--- src/rtl/int2fp_pkg.sv ---
// int2fp_pkg: shared types, constants and round-robin picker for the int32->fp32 arbiter.
package int2fp_pkg;
  localparam int FP32_BIAS = 127;
  localparam int MAXREQ = 8;

  typedef struct packed {
    logic        sign;
    logic [7:0]  exp;
    logic [22:0] man;
  } fp32_t;

  // One-hot grant for the first valid bit at or after ptr, wrapping within n lanes.
  function automatic logic [MAXREQ-1:0] rr_pick(input logic [MAXREQ-1:0] valid, input logic [2:0] ptr, input int n);
    logic [MAXREQ-1:0] g;
    logic found;
    int idx;
    g = '0;
    found = 1'b0;
    for (int i = 0; i < MAXREQ; i++) begin
      idx = (int'(ptr) + i) % n;
      if (i < n && !found && valid[idx]) begin
        g[idx] = 1'b1;
        found = 1'b1;
      end
    end
    return g;
  endfunction
endpackage

--- src/rtl/int2fp32_core.sv ---
// int2fp32_core: combinational int32/uint32 to fp32 converter, round-to-nearest-even.
module int2fp32_core
  import int2fp_pkg::*;
(
  input  logic [31:0] in,
  input  logic        is_signed,
  output logic [31:0] out
);
  logic        sgn;
  logic [31:0] mag;
  logic [31:0] norm;
  logic [4:0]  lzc;
  logic        rnd;
  logic [23:0] man_r;
  logic [8:0]  e;
  fp32_t       r;

  always_comb begin
    sgn = is_signed && in[31];
    mag = sgn ? -in : in;
    lzc = '0;
    for (int i = 0; i < 32; i++) if (mag[i]) lzc = 5'(31 - i);
    norm = mag << lzc;
    // guard is norm[7]; ties resolve toward the even mantissa lsb norm[8]
    rnd = norm[7] && (norm[8] || |norm[6:0]);
    man_r = {1'b0, norm[30:8]} + 24'(rnd);
    e = 9'(FP32_BIAS + 31) - 9'(lzc) + 9'(man_r[23]);
    r.sign = sgn;
    r.exp = e[7:0];
    r.man = man_r[23] ? '0 : man_r[22:0];
    out = (mag == '0) ? '0 : r;
  end
endmodule

--- src/rtl/int2fp_arb.sv ---
// int2fp_arb: round-robin arbiter feeding a shared 2-stage int32->fp32 pipeline
// with full back-pressure; results are tagged with the requester index.
module int2fp_arb
  import int2fp_pkg::*;
#(
  parameter  int NREQ = 4,
  localparam int IDW  = $clog2(NREQ)
) (
  input  logic              clk,
  input  logic              rst_n,
  input  logic [NREQ-1:0]   req_valid,
  output logic [NREQ-1:0]   req_ready,
  input  logic [NREQ*32-1:0] req_data,
  input  logic [NREQ-1:0]   req_signed,
  output logic              out_valid,
  input  logic              out_ready,
  output logic [31:0]       out_data,
  output logic [IDW-1:0]    out_id,
  output logic              busy
);
  logic            s1_valid_q, s1_valid_d;
  logic [31:0]     s1_op_q, s1_op_d;
  logic            s1_sgn_q, s1_sgn_d;
  logic [IDW-1:0]  s1_id_q, s1_id_d;
  logic            out_valid_q, out_valid_d;
  logic [31:0]     out_data_q, out_data_d;
  logic [IDW-1:0]  out_id_q, out_id_d;
  logic [IDW-1:0]  rr_ptr_q, rr_ptr_d;
  logic            s1_ready, s2_ready, take, sgn_sel;
  logic [MAXREQ-1:0] pick;
  logic [NREQ-1:0] grant;
  logic [IDW-1:0]  gid;
  logic [31:0]     op_sel, conv;

  int2fp32_core u_core (
    .in        (s1_op_q),
    .is_signed (s1_sgn_q),
    .out       (conv)
  );

  always_comb begin
    s2_ready = !out_valid_q || out_ready;
    s1_ready = !s1_valid_q || s2_ready;
    pick = rr_pick(MAXREQ'(req_valid), 3'(rr_ptr_q), NREQ);
    // gated by rst_n so grants vanish the moment reset asserts
    grant = (s1_ready && rst_n) ? pick[NREQ-1:0] : '0;
    gid = '0;
    op_sel = '0;
    sgn_sel = 1'b0;
    for (int i = 0; i < NREQ; i++) begin
      if (grant[i]) begin
        gid = IDW'(i);
        op_sel = req_data[32*i +: 32];
        sgn_sel = req_signed[i];
      end
    end
    take = |grant;
    s1_valid_d = s1_ready ? take : s1_valid_q;
    s1_op_d = take ? op_sel : s1_op_q;
    s1_sgn_d = take ? sgn_sel : s1_sgn_q;
    s1_id_d = take ? gid : s1_id_q;
    out_valid_d = s2_ready ? s1_valid_q : out_valid_q;
    out_data_d = (s2_ready && s1_valid_q) ? conv : out_data_q;
    out_id_d = (s2_ready && s1_valid_q) ? s1_id_q : out_id_q;
    rr_ptr_d = take ? ((gid == IDW'(NREQ - 1)) ? '0 : gid + 1'b1) : rr_ptr_q;
  end

  always_ff @(posedge clk or negedge rst_n) begin
    if (!rst_n) begin
      s1_valid_q <= 1'b0;
      s1_op_q <= '0;
      s1_sgn_q <= 1'b0;
      s1_id_q <= '0;
      out_valid_q <= 1'b0;
      out_data_q <= '0;
      out_id_q <= '0;
      rr_ptr_q <= '0;
    end else begin
      s1_valid_q <= s1_valid_d;
      s1_op_q <= s1_op_d;
      s1_sgn_q <= s1_sgn_d;
      s1_id_q <= s1_id_d;
      out_valid_q <= out_valid_d;
      out_data_q <= out_data_d;
      out_id_q <= out_id_d;
      rr_ptr_q <= rr_ptr_d;
    end
  end

  assign req_ready = grant;
  assign out_valid = out_valid_q;
  assign out_data = out_data_q;
  assign out_id = out_id_q;
  assign busy = s1_valid_q || out_valid_q;
endmodule
--- config.mk ---
export PLATFORM = sky130hd
export DESIGN_NAME = int2fp_arb
export DESIGN_NICKNAME = d
export VERILOG_FILES = /design/src/rtl/int2fp_pkg.sv /design/src/rtl/int2fp32_core.sv /design/src/rtl/int2fp_arb.sv
export SDC_FILE = /design/constraint.sdc
export NUM_CORES = 1
export LEC_CHECK = 0
export BUFFER_PORTS_ARGS = -buffer_cell sky130_fd_sc_hd__clkbuf_2
export CAP_MARGIN = 20
export CORE_MARGIN = 4
export CORE_UTILIZATION = 35
export CTS_BUF_LIST = sky130_fd_sc_hd__clkbuf_8
export DETAILED_ROUTE_END_ITERATION = 6
export GPL_TIMING_DRIVEN = 0
export PLACE_DENSITY = 0.64
export RECOVER_POWER = 25
export SYNTH_ARGS = -nofsm -noshare
export SYNTH_HDL_FRONTEND = slang
export SYNTH_SLANG_ARGS = --single-unit
--- constraint.sdc ---
create_clock -name clk -period 5.4 [get_ports clk]
set_clock_uncertainty 0.15 [all_clocks]
set_input_delay 0.81 -clock clk [delete_from_list [all_inputs] [get_ports clk]]
set_output_delay 0.81 -clock clk [all_outputs]
set_load 0.005 [all_outputs]
==> results.sh <==
export IMPL_rsz0062_at_grt="true"
export IMPL_whs_ns=0.337
export IMPL_fin_util_pct=51.1
export IMPL_finalCriticalPeriod_ns=5.68
export IMPL_seq_area_frac_synth_pct=20.3
export IMPL_cpPeakStageDelay_ns=0.44
export IMPL_fillerInstances=2428
export IMPL_clock_sinks=73
export IMPL_cp_required_ns=5.52
export IMPL_die_h_um=169
export IMPL_rows=58
export IMPL_ys_warnings_count=0
export IMPL_die_area_um2=28400
export IMPL_dr_pass1_iters=6
export IMPL_drcViolationCount=0
export IMPL_areaGrowthSynthToFinish_pct=43.2
export IMPL_max_freq_mhz=176
export IMPL_clk_latency_ns=0.40
export IMPL_dp_hpwl_um=30300
export IMPL_port_buffers=178
export IMPL_start_util_pct=35.7
export IMPL_hold_class="reg -> reg"
export IMPL_violations="negative setup slack"
export IMPL_final_common_cell="clkbuf_2"
export IMPL_crit_top_cell="ha_4"
export IMPL_via_count=11358
export IMPL_placed_area_um2=10400
export IMPL_setup_violations=23
export IMPL_drv_cap=0
export IMPL_drive_gt1_share_pct=40.5
export IMPL_final_nets=1615
export IMPL_clk_path_buf_depth=2
export IMPL_grt_pass1_vias=11198
export IMPL_cts_made_buffers=9
export IMPL_ys_seq_elements=73
export IMPL_antenna_left=0
export IMPL_grt_overflow=0
export IMPL_synth_nets=1308
export IMPL_drt_iter0_drc=1154
export IMPL_htreeDepth=3
export IMPL_finish_instance_area_um2=12900
export IMPL_synth_area_leaders="dfrtp_1, o21ai_0, nand2_1, a221o_1, nor2_1"
export IMPL_regToRegSetupSlack_ns=-0.28
export IMPL_die_w_um=169
export IMPL_slew_headroom_pct=21.6
export IMPL_core_um2=25300
export IMPL_period_share_pct=105
export IMPL_status="finished with violations"
export IMPL_tightest_slew_ns=1.18
export IMPL_syn_area_um2=9020
export IMPL_fin_ws_ns=-0.279
export IMPL_antenna_cells=0
export IMPL_synth_edf_count=0
export IMPL_cts_root_buffer="clkbuf_8"
export IMPL_routedWlPerCell_um=22.7
export IMPL_cts_tree="built"
export IMPL_synthCells=1156
export IMPL_synth_cell_types=114
export IMPL_yosys_area_top_type="dfrtp_1"
export IMPL_maxSlewViolCount=0
export IMPL_critPathKind="reg -> reg"
export IMPL_layout_common_cells="clkbuf_2, buf_4, o21ai_0"
export IMPL_avgViaCountPerCell=6.32
export IMPL_gp_congestion=0.993
export IMPL_synth_top_area_share_pct=20.3
export IMPL_antenna_found_initial=0
export IMPL_critPathLaunchType="flip-flop"
export IMPL_grt_pass1_wl_um=62100
export IMPL_clk_pin_slew_ns=0.10
export IMPL_track_usage_pct=27.4
export IMPL_synthArstFlopShare_pct=100
export IMPL_final_cell_count_no_fill=1798
export IMPL_cp_end_kind="flip-flop"
export IMPL_hold_viol=0
export IMPL_cp_arrival_ns=5.80
export IMPL_avgSynthCellArea_um2=7.80
export IMPL_cp_slowest_cell="dfrtp_2"
export IMPL_grt_max_degree=58
export IMPL_crit_fanout=6
export IMPL_dp_cells=1665
export IMPL_synth_main_ff_cell="dfrtp_1"
export IMPL_io_pins=179
export IMPL_wl_um=40800
## layout make-up
cell class | instances | area, um^2 | area share (%)
Timing Repair Buffer | 305 | 1940 | 15.0
Inverter | 19 | 88.8 | 0.688
Clock inverter | 7 | 46.3 | 0.359
Clock buffer | 9 | 124 | 0.959
Buffer | 104 | 746 | 5.78
Multi-Input combinational cell | 951 | 7720 | 59.8
Tap cell | 330 | 413 | 3.20
Sequential cell | 73 | 1830 | 14.2
## synth_stat cells, types with 6 or more instances
cell type,count
a211oi_1,21
nand2_1,94
o21ai_0,127
xnor2_1,35
xor2_1,22
nor2_1,84
or2_2,7
or3_1,6
a221o_1,34
and2_1,10
o211ai_1,13
inv_1,16
nor2b_1,7
clkbuf_1,61
a22oi_1,40
ha_1,13
nor4_1,15
a22o_1,22
nor3_1,27
nand3_1,33
nand4_1,24
dfrtp_1,73
buf_6,14
buf_2,28
mux2i_1,8
o32ai_1,7
a41oi_1,7
o22ai_1,7
a21o_1,9
a21oi_1,51
a31oi_1,16
and3_1,10
or4_1,13
a32o_1,7
o31ai_1,16
## metrics by stage
step / setup TNS, ns / setup WS, ns
global placement: -44.87 / -1.75
finish: -2.27 / -0.279
floorplan: 0 / 0.0131
detailed placement: -43.42 / -1.72
global route: -6.22 / -0.433
CTS: -0.418 / -0.138
## state kept, by name, indices dropped and copies added, names as in the netlist
name        count
out_data       32
out_id          2
out_valid       1
rr_ptr_q        2
s1_id_q         2
s1_op_q        32
s1_sgn_q        1
s1_valid_q      1
## layer usage
| metal | GRT usage [%] | vias to the layer above | wire length, um |
|---|---|---|---|
| met1 | 33.1 | 5348 | 15800 |
| li1 | - | 5139 | - |
| met5 | 0 | - | 0 |
| met4 | 14.4 | 0 | 2660 |
| met3 | 5.14 | 164 | 3360 |
| met2 | 46.2 | 707 | 19000 |
## path summary, 6_finish.rpt
kind,from,end,cells past startpoint
setup / recovery,s1_op_q[0],out_data[27],27
hold / removal,out_data[24],out_data[24],2
setup reg to reg,s1_op_q[0],out_data[27],27
hold reg to reg,out_data[24],out_data[24],2
max in group asynchronous,rst_n,s1_op_q[4],2
min in group asynchronous,rst_n,s1_op_q[18],1
## logic make-up (layout without fill, tap and decap cells)
family          count (synthesis)  in the layout  synth area share, %
mux                            16             16                 2.26
compound gates                478            478                 39.1
xor+xnor                       57             57                 5.54
buf+inv                       132            444                 7.23
simple gates                  387            387                 23.8
fa+ha+maj                      13             13                 1.80
flops                          73             73                 20.3
## critical path, delay by kind of cell (launching register included)
family / cells / cell delay [ns]
buf+inv: 7 / 1.01
mux: 1 / 0.18
fa+ha+maj: 3 / 0.53
simple gates: 9 / 1.82
compound gates: 7 / 1.39
flops: 1 / 0.44
## what timing repair did
action / in CTS / in global routing
cloned: 2 / 3
buffers inserted: 87 / 34
pin swaps: 56 / 56
hold buffers: 0 / 0
resized for setup: 198 / 114
setup endpoints to repair: 34 / 36
Power is left out: the tool's default activity adds up to more than one toggle a clock period on the data nets, which glitch-free logic cannot reach.
